$ cat config.mk
export PLATFORM = sky130hd
export DESIGN_NAME = key_fifo_typematic
export DESIGN_NICKNAME = d
export VERILOG_FILES = /design/src/rtl/key_fifo_typematic.sv
export SDC_FILE = /design/constraint.sdc
export NUM_CORES = 1
export LEC_CHECK = 0
export ABC_AREA = 1
export CORE_MARGIN = 5
export CORE_UTILIZATION = 60
export CTS_CLUSTER_SIZE = 25
export DETAILED_ROUTE_END_ITERATION = 10
export PLACE_DENSITY_LB_ADDON = 0.15
export SETUP_SLACK_MARGIN = 0.5
export SKIP_LAST_GASP = 1
export SLEW_MARGIN = 20
export SYNTH_ARGS = -nofsm -noshare
export SYNTH_HDL_FRONTEND = slang
export SYNTH_SLANG_ARGS = --single-unit
$ cat constraint.sdc
create_clock -name clk -period 3.88 [get_ports clk]
set_input_delay 0.776 -clock clk [delete_from_list [all_inputs] [get_ports clk]]
set_output_delay 0.776 -clock clk [all_outputs]
set_load 0.02 [all_outputs]
$ cat src/rtl/key_fifo_typematic.sv
// Keyboard key queue with typematic auto-repeat in front of the CPU keyboard port.
// Define KEY_FIFO_REPEAT_EN to build the DELAY/REPEAT auto-repeat engine.
module key_fifo_typematic #(
    parameter int DW           = 8,
    parameter int DEPTH        = 64,
    parameter int REPEAT_DELAY = 300000,
    parameter int REPEAT_RATE  = 30000
) (
    input  logic            clk,
    input  logic            rst_n,
    input  logic [DW-1:0]   key_code,
    input  logic            rd_en,
    input  logic            clr_ovf,
    output logic [DW-1:0]   rd_data,
    output logic            rd_valid,
    output logic            empty,
    output logic            full,
    output logic [$clog2(DEPTH):0] count,
    output logic            overflow
);
    localparam int AW = $clog2(DEPTH);

    if (DEPTH < 2 || (DEPTH & (DEPTH - 1)) != 0 ||
        REPEAT_DELAY < 1 || REPEAT_RATE < 1) begin : g_bad_param
        $error("key_fifo_typematic: illegal parameters");
    end

    logic [DW-1:0] mem [DEPTH];
    logic [AW-1:0] rd_ptr;
    logic [AW-1:0] wr_ptr;
    logic [AW:0]   count_nxt;
    logic [DW-1:0] prev;
    logic [DW-1:0] prev_nxt;
    logic          push;
    logic          pop;
    logic          push_ok;
    logic          drop;
    logic          key_on;

    assign key_on = (key_code != '0);

`ifdef KEY_FIFO_REPEAT_EN
    localparam int RMAX = (REPEAT_DELAY > REPEAT_RATE) ? REPEAT_DELAY : REPEAT_RATE;
    localparam int CW   = $clog2(RMAX + 1);
    localparam logic [CW-1:0] DLY_END  = CW'(REPEAT_DELAY - 1);
    localparam logic [CW-1:0] RATE_END = CW'(REPEAT_RATE - 1);

    typedef enum logic [1:0] {IDLE, DELAY, REPEAT} state_t;
    state_t        state;
    state_t        state_nxt;
    logic [CW-1:0] cnt;
    logic [CW-1:0] cnt_nxt;

    // Every push enqueues key_code: a repeat only fires while key_code == prev.
    always_comb begin
        state_nxt = state;
        prev_nxt  = prev;
        cnt_nxt   = cnt;
        push      = 1'b0;
        unique case (state)
            IDLE: begin
                if (key_on) begin
                    push      = 1'b1;
                    prev_nxt  = key_code;
                    cnt_nxt   = '0;
                    state_nxt = DELAY;
                end
            end
            DELAY: begin
                if (!key_on) begin
                    state_nxt = IDLE;
                    cnt_nxt   = '0;
                end else if (key_code != prev) begin
                    push     = 1'b1;
                    prev_nxt = key_code;
                    cnt_nxt  = '0;
                end else if (cnt == DLY_END) begin
                    push      = 1'b1;
                    cnt_nxt   = '0;
                    state_nxt = REPEAT;
                end else begin
                    cnt_nxt = cnt + 1'b1;
                end
            end
            REPEAT: begin
                if (!key_on) begin
                    state_nxt = IDLE;
                    cnt_nxt   = '0;
                end else if (key_code != prev) begin
                    push      = 1'b1;
                    prev_nxt  = key_code;
                    cnt_nxt   = '0;
                    state_nxt = DELAY;
                end else if (cnt == RATE_END) begin
                    push    = 1'b1;
                    cnt_nxt = '0;
                end else begin
                    cnt_nxt = cnt + 1'b1;
                end
            end
            default: begin
                state_nxt = IDLE;
                cnt_nxt   = '0;
            end
        endcase
    end

    always_ff @(posedge clk or negedge rst_n) begin
        if (!rst_n) begin
            cnt <= '0;
        end else begin
            cnt <= cnt_nxt;
        end
    end
`else
    typedef enum logic [0:0] {IDLE, HELD} state_t;
    state_t state;
    state_t state_nxt;

    always_comb begin
        state_nxt = state;
        prev_nxt  = prev;
        push      = 1'b0;
        unique case (state)
            IDLE: begin
                if (key_on) begin
                    push      = 1'b1;
                    prev_nxt  = key_code;
                    state_nxt = HELD;
                end
            end
            HELD: begin
                if (!key_on) begin
                    state_nxt = IDLE;
                end else if (key_code != prev) begin
                    push     = 1'b1;
                    prev_nxt = key_code;
                end
            end
        endcase
    end
`endif

    always_ff @(posedge clk or negedge rst_n) begin
        if (!rst_n) begin
            state <= IDLE;
            prev  <= '0;
        end else begin
            state <= state_nxt;
            prev  <= prev_nxt;
        end
    end

    // A pop frees a slot in the same cycle, so a full FIFO still accepts.
    assign pop     = rd_en && !empty;
    assign push_ok = push && (!full || pop);
    assign drop    = push && full && !pop;

    always_comb begin
        count_nxt = count;
        unique case ({push_ok, pop})
            2'b10:   count_nxt = count + 1'b1;
            2'b01:   count_nxt = count - 1'b1;
            default: count_nxt = count;
        endcase
    end

    always_ff @(posedge clk) begin
        if (push_ok) begin
            mem[wr_ptr] <= key_code;
        end
    end

    always_ff @(posedge clk or negedge rst_n) begin
        if (!rst_n) begin
            rd_ptr   <= '0;
            wr_ptr   <= '0;
            count    <= '0;
            empty    <= 1'b1;
            full     <= 1'b0;
            rd_data  <= '0;
            rd_valid <= 1'b0;
            overflow <= 1'b0;
        end else begin
            if (push_ok) begin
                wr_ptr <= wr_ptr + 1'b1;
            end
            if (pop) begin
                rd_ptr <= rd_ptr + 1'b1;
            end
            count    <= count_nxt;
            empty    <= (count_nxt == '0);
            full     <= (count_nxt == (AW+1)'(DEPTH));
            rd_valid <= pop;
            if (rd_en) begin
                rd_data <= pop ? mem[rd_ptr] : '0;
            end
            if (drop) begin
                overflow <= 1'b1;
            end else if (clr_ovf) begin
                overflow <= 1'b0;
            end
        end
    end
endmodule

# Yosys cells after proc, flatten, opt, wreduce, memory -nomap -nowiden
# Memory sizes are Yosys's and may differ from the RTL's.
# Cells that the tools add are included.
# totals
regBits,40
ram_bits,512
inputBits,12
output_inout_bits,19
word_cells,49
memories,1
# memory_table
name,words,width,read_ports,rd_clocked_by_memory_dff,write_ports,line,text
mem,64,8,1,0,1,28,logic [DW-1:0] mem [DEPTH];
# op_classes
n_addsub,4
eq_ne,7
mux,14
bitwise,1
n_reduce_logical,12
# ops
operator,n
two-way mux 8 bit,4
case mux 8 bit (2 select lines),1
case mux 7 bit (2 select lines),1
"adder 6 x 1 -> 6 bit, second input constant",2
inequality test 8 bit,1
nonzero test 8 bit,1
"adder 7 x 1 -> 7 bit, second input constant",1
"equality test 7 bit, second input constant",1
zero test 7 bit,1
two-way mux 1 bit,7
"subtractor 7 x 1 -> 7 bit, second input constant",1
logical AND 1 bit,4
"inequality test 2 bit, second input constant",2
zero test 1 bit,3
AND reduction 3 bit,1
"equality test 2 x 1 -> 1 bit, second input constant",1
"equality test 2 bit, second input constant",1
"inequality test 2 x 1 -> 1 bit, second input constant",1
case mux 1 bit (2 select lines),1
nonzero test 2 bit,1
logical OR 1 bit,1
NOT 1 bit,1

# Longest topological paths before layout
# Gate-level depths: netlist (run 1).
# logic_depth
ltp_word,8
mapped_depth,25
ltp_nobuf,23

# Least setup slack after synthesis (run 1)
# No wires, ideal clock.
# synth_path
path_type,in2reg
start,in rd_en
end,reg empty
setup_ns,0.067
t_arrival_ns,3.224
t_required_ns,3.813
slack_ns,0.589
path_stages,21
path_buffers,2
cell_sequence,clkinv_1 -> nor2_2 -> inv_1 -> nand2_1 -> nand3_1 -> buf_2 -> ha_1 -> buf_2 -> inv_1 -> nand2_1 -> nand2_1 -> inv_1 -> ha_1 -> nand2_1 -> o21ai_0 -> or2_2 -> nor2_1 -> nand3_1 -> nor2_1 -> nand2_1 -> nor2_1
# synth_via
elab_chain_len,6
elab_cells_between_ends,7
cone_classes,2 x eq/ne; 1 x mux; 4 x reduce/logical
# synth_rtl
element,line,text
"start, declared",12,"input logic rd_en,"
logical AND 1 bit (*),155,assign pop = rd_en && !empty;
logical OR 1 bit,156,assign push_ok = push && (!full || pop);
logical AND 1 bit,156,
equality test 2 x 1 -> 1 bit / equality test 2 bit (equally long branches),161,"unique case ({push_ok, pop})"
case mux 7 bit (2 select lines) (*),161,
via count_nxt[1],31,logic [AW:0] count_nxt;
zero test 7 bit (*),192,empty <= (count_nxt == '0);
"end signal, assigned",192,
"end, declared",16,"output logic empty,"
# The timed path passes the listed nets; every way through them passes the cells marked *.
# A chain may end at the register's enable or synchronous reset.

# Final worst setup path (run 1)
# Ends and elaborated chain as after synthesis.

==> summary.md, run 1 <==
| Metric | Value |
|---|---|
| Static leakage power | 10.31 nW |
| Cell Area, Placed | 24540 um^2 |
| Post-synth top cells | 809 x nand2_1, 512 x edfxtp_1, 271 x nor2_1 |
| Slowest-stage cell, CP | clkdlybuf4s50_1 |
| Netlist cell types | 29 |
| Slowest stage delay, CP | 0.56 ns |
| Vias | 16215 |
| Crit path launch | rd_en |
| Final worst path period need | 3.030 ns |
| Worst-Margin Slew | 1.079 ns |
| # DRC | 0 |
| Tcrit/Tclk final | 78.09% |
| Port bufs | 30 |
| Busiest grt layer | met2 |
| CP startpoint kind | primary input |
| IR drop worst, VDD | 497.2 uV |
| Layout Cells excl Fill | 2867 |
| First drt pass iteration count | 6 |
| # nets final | 2320 |
| Antenna violations before repair | 0 |
| Post-synth top area share | 65.17% |
| Std cell rows | 72 |
| TritonCTS buffer count | 55 |
| Largest net degree at the start of global routing | 138 |
| Critical path, cell by cell | clkdlybuf4s50_1, inv_2, nor2_2, inv_1, nand2_1, nand3_1, ha_1, inv_1, nand2_1, nand2_1, inv_1, ha_1, nand2_1, o21ai_0, or2_2, nor2_1, nand3_1, nor2_1, nand2_1, nor2_1 |
| Place WS | 0.2030 ns |
| Setup tns final | 0 ns |
| PD cells | 734.1 nW/um^2 |
| Clk slew on worst S/H paths | 0.06 ns |
| Clock sinks | 552 |
| Total global-route track usage | 26.69% |
| Final Skew | 0.01514 ns |
| Setup WS post-layout | 0.8501 ns |
| Max frequency | 330.0 MHz |
| P&R area growth vs syn | 11.78% |
| Final wirelength | 58190 um |
| Core Area | 38740 um^2 |
| Syn_area_per_cell | 10.48 um^2 |
| Setup violators final | 0 |
| Remaining Overflow, GRT | 0 |
| Final instance area | 26370 um^2 |
| N_diodes | 0 |
| Clock Power Share | 27.6% |
| Required time worst endpoint | 4.40 ns |
| Number of synthesized register bits | 552 |
| Post-cts sizing count | 0 |
| Status | completed |
| Total placed cells including tap cells | 2764 |
| Post-CTS setup buffers | 0 |
| Root buffer cell | clkbuf_16 |
| CTS tree | built |
| EDFF count, synth | 512 |
| R2R Path Start | rd_ptr[2] |
| Post-CTS Hold Buffers | 0 |
| Routed Antenna Nets | 0 |
| CP max FO | 3 |
| Crit end category | flip-flop |
| Maximum root-to-sink buffer count | 3 |
| Die width | 208.3 um |
| Slew Limit Headroom | 27.97% |
| Post-route core utilization | 68.07% |
| Synth Cell Area | 23590 um^2 |
| Cell-internal power | 12.13 mW |
| Initial drt markers | 1780 |
| Sequential Power Share | 38.5% |
| First-pass GRT wire length | 89960 um |
| M1 GR Usage | 38.97% |
| Gate Count Post-Synth | 2252 |
| Max_cap viols | 0 |
| Count leader, synth | nand2_1 |
| Largest cells by area after synthesis | edfxtp_1 65%, nand2_1 13%, nand3_1 5.2%, nor2_1 4.3%, dfrtp_1 4.1% |
| Post-synthesis sequential area ratio | 69.42% |
| DP Wirelength | 34980 um |
| Most common flop cell mapped by yosys | edfxtp_1 |
| Vias in the first global route | 15818 |
| Most used cell, CP | nand2_1 |
| Switching Fraction | 37.36% |
| Most area-hungry cell type in the Yosys netlist | edfxtp_1 |
| Tot Pwr | 19.36 mW |
| Per-cell routed wire length | 20.30 um |
| FF/Latch Area | 16380 um^2 |
| Multi-input gate area | 6181 um^2 |
| Fin. Hold Viols | 0 |
| Clock latency at the later pin of the worst-skew pair | 0.60 ns |
| Initial core utilization | 60.90% |
| Ports | 31 |
| CP Class | primary input to flip-flop |
| Max-slew violations | 0 |
| RSZ-0062 raised after global routing | false |
| R2r setup slk | 1.11 ns |
| Combinational Power Share | 33.9% |
| HP Class | primary input to async pin |
| Met3 Use GR | 4.097% |
| Die area | 43380 um^2 |
| Psw | 7.233 mW |
| Vias per cell | 5.656 |
| Asr flop ratio synth | 7.246% |
| H-tree depth | 2 |
| Post-Syn Nets | 2269 |
| Hold_ws | 0.3236 ns |
| Die height | 208.3 um |
| Routability cong. | 0.8582 |
| Synth Warn # | 0 |
| Layout cell share with drive strength beyond 1 | 7.663% |
| Fillers | 2955 |
| Worst path arrival time | 3.55 ns |
| Met2 Track Usage GR | 40.55% |
==> layout make-up <==
class	instances	share of cell area [%]
Sequential cell	552	62.13
Tap cell	518	2.458
Inverter	105	1.523
Clock inverter	24	1.015
Clock buffer	79	5.912
Timing Repair Buffer	113	3.521
Multi-Input combinational cell	1476	23.44
==> kinds of logic after synthesis <==
family          share of synthesized area, %
compound gates                         2.312
xor+xnor                              0.5940
fa+ha+maj                             0.2652
buf+inv                                4.381
flops                                  69.42
simple gates                           23.03
==> placed cells by master, fill, tap and decap left out, types with 2 or more instances in the layout <==
cell type	n
a21oi_1	33
buf_12	4
buf_2	9
buf_4	79
bufinv_16	6
clkbuf_1	17
clkbuf_16	57
clkbuf_8	5
clkdlybuf4s50_1	21
clkinv_1	11
clkinv_2	6
clkinvlp_4	2
dfrtp_1	37
dfrtp_4	2
edfxtp_1	512
ha_1	5
inv_1	100
nand2_1	809
nand3_1	245
nand4_1	10
nand4_2	2
nor2_1	271
nor3_1	4
nor4_1	2
o21ai_0	72
o22ai_1	2
xnor2_1	4
xor2_1	12
==> layer usage <==
layer / part of all wire, % / vias to the layer above
li1: - / 7634
met1: 42 / 7716
met2: 45 / 729
met3: 8.6 / 136
met4: 4.5 / 0
met5: 0 / -
==> critical path, delay by kind of cell <==
family | cells | cell delay (ns)
buf+inv | 5 | 0.88
compound gates | 1 | 0.10
fa+ha+maj | 2 | 0.50
simple gates | 12 | 1.29
==> worst paths after layout <==
kind,cells after the start,end
worst max-delay path,20,empty
worst min-delay path,1,count[5]
worst max register to register,11,rd_data[4]
worst min register to register,2,prev[0]
max in group asynchronous,1,rd_ptr[1]
min in group clk,3,prev[2]
==> sequential cells by signal (all words and copies together), names as in the netlist <==
signal and cells:
rd_valid 1, state 1, empty 1, rd_data 8
prev 8, mem 512, overflow 1, full 1
wr_ptr 6, count 7, rd_ptr 6
==> power groups by stage <==
stage	combinational, mW	clock, mW	sequential, mW
floorplan	4.45	0	7.42
global placement	6.40	0	7.55
detailed placement	6.48	0	7.57
CTS	6.52	5.40	7.45
global route	7.26	5.68	7.49
finish	6.56	5.35	7.45
(Power assumes the default switching activity.)
==> inputs of run 2 (changes only) <==
==> constraint.sdc (replaced) <==
create_clock -name clk -period 2.8 [get_ports clk]
set_input_delay 0.56 -clock clk [delete_from_list [all_inputs] [get_ports clk]]
set_output_delay 0.56 -clock clk [all_outputs]
set_load 0.02 [all_outputs]
==> run 2 against run 1 <==
- via count is 2.6% higher
- non-clock buffer count is 36 higher
- total power is 40% higher
- routed wire length is 2.3% higher
- setup slack worse by 0.54 ns
- count of clock-buffer cells in the layout is 5 lower
- first-iteration DRC count is 0.22% higher
- final area is 1.9% higher
- largest cell class unchanged
- highest routed layer unchanged
==> summary.md, run 2 (synthesis gave the netlist of run 1 again) <==
| Metric | Value |
|---|---|
| Status | completed |
| Routed Antenna Nets | 0 (unchanged) |
| Fillers | 2854 (-3.4%) |
| Tcrit/Tclk final | 88.75% |
| CP startpoint kind | flip-flop |
| CP Class | flip-flop to flip-flop |
| Final instance area | 26860 um^2 (+1.9%) |
| Crit-path leading delay family | simple AND/OR/NAND/NOR gates |
| Remaining Overflow, GRT | 0 (unchanged) |
| # DRC | 0 (unchanged) |
| Slowest-stage cell, CP | dfrtp_1 |
| Sequential Power Share | 37.8% (-0.7 points) |
| Cell Area, Placed | 24900 um^2 (+1.5%) |
| Worst path arrival time | 3.01 ns (-0.54 ns) |
| Die area | 43380 um^2 (unchanged) |
| Clk slew on worst S/H paths | 0.06 ns (about the same) |
| Initial core utilization | 60.90% (unchanged) |
| DP Wirelength | 36390 um (+4.0%) |
| Total placed cells including tap cells | 2793 (+1.0%) |
| Clock sinks | 552 (unchanged) |
| Max-slew violations | 0 (unchanged) |
| Routability cong. | 0.9401 (+9.5%) |
| Top Registers | mem: 512 flops, prev: 8 flops, rd_data: 8 flops |
| Die height | 208.3 um (unchanged) |
| Crit end category | flip-flop |
| Worst path bufs/invs | 2 (-3) |
| Layout cell share with drive strength beyond 1 | 11.39% (+3.7 points) |
| CTS tree | built |
| Static leakage power | 10.53 nW (+2.1%) |
| Hold_ws | 0.3444 ns (+0.02078 ns) |
| Biggest register | mem |
| H-tree depth | 2 (unchanged) |
| Vias | 16630 (+2.6%) |
| Root buffer cell | clkbuf_16 |
| TritonCTS buffer count | 54 (-1.8%) |
| Max reg flops | 512 (unchanged) |
| Initial drt markers | 1784 (+0.22%) |
| Final wirelength | 59500 um (+2.3%) |
| RSZ-0062 raised after global routing | true |
| Final worst path period need | 2.485 ns |
| Maximum root-to-sink buffer count | 3 (unchanged) |
| Switching Fraction | 37.79% (+0.43 points) |
| Reg2reg path depth | 19 (+8) |
| Vias per cell | 5.738 (+1.5%) |
| Layout Cells excl Fill | 2898 (+1.1%) |
| Most used cell, CP | nand2_2 |
| Clock Power Share | 25.9% (-1.7 points) |
| Combinational Power Share | 36.3% (+2.4 points) |
| CP max FO | 3 (unchanged) |
| # nets final | 2355 (+1.5%) |
| Slew Limit Headroom | 42.20% (+14 points) |
| Setup violators final | 0 (unchanged) |
| Psw | 10.22 mW (+41%) |
| Die width | 208.3 um (unchanged) |
| Commonest non-fill, non-tap cell in the layout | nand2_1 |
| First-pass GRT wire length | 91250 um (+1.4%) |
| First drt pass iteration count | 5 (-1) |
| Fin. Hold Viols | 0 (unchanged) |
| IR drop worst, VDD | 831.9 uV (+67%) |
| Max frequency | 402.4 MHz |
| Port bufs | 30 (unchanged) |
| Largest net degree at the start of global routing | 111 (-20%) |
| Required time worst endpoint | 3.33 ns (-1.07 ns) |
| Clock latency at the later pin of the worst-skew pair | 0.60 ns (about the same) |
| P&R area growth vs syn | 13.87% |
| Ports | 31 (unchanged) |
| Std cell rows | 72 (unchanged) |
| Core Area | 38740 um^2 (unchanged) |
| Final Skew | 0.01857 ns (+0.003425 ns) |
| Vias in the first global route | 16146 (+2.1%) |
| Worst-Margin Slew | 0.8670 ns (-0.2122 ns) |
| HP Class | primary input to flip-flop |
| N_diodes | 0 (unchanged) |
| PD cells | 1007 nW/um^2 (+37%) |
| Cell-internal power | 16.82 mW (+39%) |
| Critical path, cell by cell | xnor2_2, nand4_1, nor3_2, nand2_1, nand3_2, ha_4, inv_2, nand2_2, nand2_2, inv_2, ha_4, nand2_2, o21ai_2, or2_4, nor2_2, nand3_1, nor2_1, nand2_1, nor2_1 |
| Per-cell routed wire length | 20.53 um (+1.2%) |
| Most frequent cells in the layout | 800 x nand2_1, 512 x edfxtp_1, 242 x nand3_1 |
| Slowest stage delay, CP | 0.41 ns (-0.15 ns) |
| Hold path cells | 3 |
| Levels on crit path | 19 (-5.0%) |
| Antenna violations before repair | 0 (unchanged) |
| Max_cap viols | 0 (unchanged) |
| Total global-route track usage | 26.98% (+0.29 points) |
## run 2: power by group through the flow
stage / combinational, mW / clock (mW) / sequential, mW
floorplan: 6.19 / 0 / 10.3
global placement: 9.37 / 0 / 10.3
detailed placement: 9.49 / 0 / 10.4
CTS: 9.65 / 7.06 / 10.2
global route: 10.8 / 7.41 / 10.3
finish: 9.82 / 7.00 / 10.2
## run 2: what timing repair did
action,4_1_cts,5_1_grt
gates cloned,0,1
pin swaps,13,9
hold buffers,1,0
endpoints found under the hold margin,12,0
gates resized for setup,21,53
setup buffers,4,1
endpoints found under the setup margin,60,211
## run 2: through the flow
step	util, %	TNS (ns)	setup WS [ns]	total power [mW]
floorplan	-	-0.04294	-0.02992	16.47
global placement	64.29	-0.6475	-0.1939	19.72
detailed placement	64.29	-3.430	-0.1794	19.86
CTS	68.91	0	0.3621	26.91
global route	69.35	0	0.09378	28.47
finish	69.35	0	0.3149	27.04
## run 2: per-layer routing
metal | vias up | wire, um | global-route usage (%)
li1 | 7698 | - | -
met1 | 7981 | 24080 | 38.94
met2 | 834 | 27870 | 42.15
met3 | 117 | 5543 | 4.489
met4 | 0 | 2012 | 9.785
met5 | - | 0 | 0
## run 2: area by class of cell
class	instances	area, um^2	share of cell area, %
flip-flops and latches	552	16380	60.99
clock buffers	74	1510	5.622
inverters	105	414.1	1.542
well taps	518	648.1	2.413
multi-input cells	1476	6394	23.80
clock inverters	24	186.4	0.6940
repair buffers	149	1326	4.937
## run 2: worst min-delay path, cell delays in order
cell and delay (ns):
buf_2 0.13, inv_1 0.09, o21ai_0 0.10
## run 2: worst paths after layout
| kind | slack (ns) | startpoint | to |
|---|---|---|---|
| setup / recovery | 0.31 | prev[0] | full |
| hold / removal | 0.34 | key_code[5] | prev[5] |
| setup reg to reg | 0.31 | prev[0] | full |
| hold reg to reg | 0.49 | prev[6] | prev[6] |
| max in group asynchronous | 1.59 | rst_n | prev[4] |
| min in group asynchronous | 0.53 | rst_n | count[4] |
==> inputs of run 3 (changes only) <==
--- a/config.mk
+++ b/config.mk
@@ -7,12 +7,11 @@
 export LEC_CHECK = 0
 export ABC_AREA = 1
 export CORE_MARGIN = 5
-export CORE_UTILIZATION = 60
+export CORE_UTILIZATION = 39
 export CTS_CLUSTER_SIZE = 25
 export DETAILED_ROUTE_END_ITERATION = 10
 export PLACE_DENSITY_LB_ADDON = 0.15
 export SETUP_SLACK_MARGIN = 0.5
-export SKIP_LAST_GASP = 1
 export SLEW_MARGIN = 20
 export SYNTH_ARGS = -nofsm -noshare
 export SYNTH_HDL_FRONTEND = slang
==> run 3 against run 2 <==
- die area grew 51%
- register-to-register slack lost 0.17 ns
- hold slack lost 0.077 ns
- final area grew 3.9%
- clock skew shrank 0.0084 ns
- global-route usage shrank 7.6 points
- highest routed layer unchanged
- critical endpoint unchanged
- critical path depth is the same
- cell count grew 10%
- total power grew 6.2%
- non-clock buffer count grew 24
- sequential cell count is the same
==> summary.md, run 3 (synthesis gave the netlist of run 1 again) <==
| Metric | Value |
|---|---|
| # nets final | 2383 (+1.2%) |
| Die width | 256.0 um (+23%) |
| Setup tns final | 0 ns (unchanged) |
| IR drop worst, VDD | 530.3 uV (-36%) |
| Total placed cells including tap cells | 3069 (+9.9%) |
| R2r setup slk | 0.14 ns (-0.17 ns) |
| Clock latency at the later pin of the worst-skew pair | 0.61 ns (about the same) |
| Core Area | 60130 um^2 (+55%) |
| Vias per cell | 5.104 (-11%) |
| Largest net degree at the start of global routing | 92 (-17%) |
| Final Skew | 0.01017 ns (-0.008393 ns) |
| Crit end category | flip-flop |
| Required time worst endpoint | 3.35 ns (+0.02 ns) |
| Remaining Overflow, GRT | 0 (unchanged) |
| First drt pass iteration count | 5 (unchanged) |
| N_diodes | 0 (unchanged) |
| Per-cell routed wire length | 20.90 um (+1.8%) |
| First-pass GRT wire length | 98140 um (+7.6%) |
| Place WS | -0.4295 ns (-0.2501 ns) |
| Root buffer cell | clkbuf_16 |
| Routability cong. | 0.8608 (-8.4%) |
| Antenna violations before repair | 1 (+1) |
| Fillers | 5556 (+95%) |
| Setup violators final | 0 (unchanged) |
| HP Class | primary input to flip-flop |
| Vias | 16323 (-1.8%) |
| Ports | 31 (unchanged) |
| Setup WS post-layout | 0.1434 ns (-0.1715 ns) |
| Maximum root-to-sink buffer count | 3 (unchanged) |
| Most frequent cells in the layout | 801 x nand2_1, 512 x edfxtp_1, 238 x nand3_1 |
| # DRC | 0 (unchanged) |
| Max_cap viols | 0 (unchanged) |
| Static leakage power | 10.85 nW (+3.1%) |
| Max-slew violations | 0 (unchanged) |
| Final worst path period need | 2.657 ns (+0.1715 ns) |
| Vias in the first global route | 15689 (-2.8%) |
| Die area | 65510 um^2 (+51%) |
| Commonest non-fill, non-tap cell in the layout | nand2_1 |
| Std cell rows | 90 (+25%) |
| Hold_ws | 0.2674 ns (-0.07700 ns) |
| Clk slew on worst S/H paths | 0.06 ns (about the same) |
| Slew Limit Headroom | 40.75% (-1.4 points) |
| Worst path arrival time | 3.20 ns (+0.19 ns) |
| Top Registers | mem: 512 flops, prev: 8 flops, rd_data: 8 flops |
| Tcrit/Tclk final | 94.88% (+6.1 points) |
| CP max FO | 3 (unchanged) |
| Layout cell share with drive strength beyond 1 | 13.37% (+2.0 points) |
| DP Wirelength | 40170 um (+10%) |
| PD cells | 1029 nW/um^2 (+2.2%) |
| CTS tree | built |
| Max frequency | 376.4 MHz (-6.5%) |
| CP startpoint kind | flip-flop |
| Final wirelength | 66830 um (+12%) |
| H-tree depth | 2 (unchanged) |
| Total global-route track usage | 19.35% (-7.6 points) |
| Port bufs | 30 (unchanged) |
| RSZ-0062 raised after global routing | true |
| Initial core utilization | 39.23% (-22 points) |
| Fin. Hold Viols | 0 (unchanged) |
| Max reg flops | 512 (unchanged) |
| Die height | 256.0 um (+23%) |
| Biggest register | mem |
| Initial drt markers | 1466 (-18%) |
| TritonCTS buffer count | 58 (+7.4%) |
| Worst-Margin Slew | 0.8887 ns (+0.02173 ns) |
| Clock sinks | 552 (unchanged) |
| Status | completed |
| P&R area growth vs syn | 18.31% |
| Layout Cells excl Fill | 3198 (+10%) |
| CP Class | flip-flop to flip-flop |
| Routed Antenna Nets | 0 (unchanged) |
| Cell Area, Placed | 25310 um^2 (+1.6%) |
| Final instance area | 27910 um^2 (+3.9%) |
[run 3: routing by layer]
layer  vias up  part of all wire (%)  wire length [um]  global-route usage (%)
met1      7946                    45             30330                   27.98
met5         -                     0                 0                       0
met2       519                    46             30880                   30.88
met4         0                   2.7              1817                   5.637
li1       7774                     -                 -                       -
met3        84                   5.7              3801                   2.565
[run 3: final cells by class]
cell class	instances	area [um^2]	share of cell area, %
clock buffer	79	1694	6.070
clock inverter	31	269.0	0.9638
inverter	105	412.9	1.479
multi-input combinational	1476	6521	23.36
sequential	552	16380	58.70
tap	782	978.4	3.505
timing repair buffer	173	1652	5.917
[run 3: what timing repair did]
item	in CTS	in global routing
hold buffers	1	0
setup endpoints to repair	288	435
hold endpoints to repair	2	0
resized for setup	52	58
cloned	0	6
buffers inserted	2	10
pin swaps	9	14
[run 3: stage by stage]
step / total power [mW] / util, %
final: 28.71 / 46.42
after global placement: 20.22 / 42.09
after CTS: 28.16 / 45.63
after detailed placement: 20.22 / 42.09
after global routing: 30.31 / 46.42
after floorplan: 16.47 / -
[run 3: power by group]
part / internal [mW] / total [mW] / leakage, nW / switching [mW]
clock: 4.60 / 7.82 / 0.965 / 3.22
sequential: 9.77 / 10.2 / 5.08 / 0.462
combinational: 3.35 / 10.7 / 4.81 / 7.30
[run 3: final timing paths]
| path | to | depth (start not counted) | startpoint |
|---|---|---|---|
| worst max-delay path | full | 19 | prev[3] |
| worst min-delay path | mem[44][1] | 1 | key_code[1] |
| worst max register to register | full | 19 | prev[3] |
| worst min register to register | rd_data[4] | 2 | rd_data[4] |
| max in group asynchronous | empty | 3 | rst_n |
| min in group asynchronous | wr_ptr[1] | 2 | rst_n |
[run 3: worst max-delay path, stage by stage, from the launching register on]
cell and delay (ns):
dfrtp_1 0.40, buf_4 0.14, nand2_1 0.06, nand4_1 0.14, nor3_2 0.15, nand2_2 0.14
nand3_4 0.13, ha_4 0.16, nand2_1 0.05, nand2_1 0.09, inv_1 0.05, ha_1 0.26
nand2_1 0.08, o21ai_2 0.06, or2_4 0.26, nor2_4 0.11, nand3_2 0.06, nor2_2 0.07
nand2_1 0.07, nor2_1 0.10
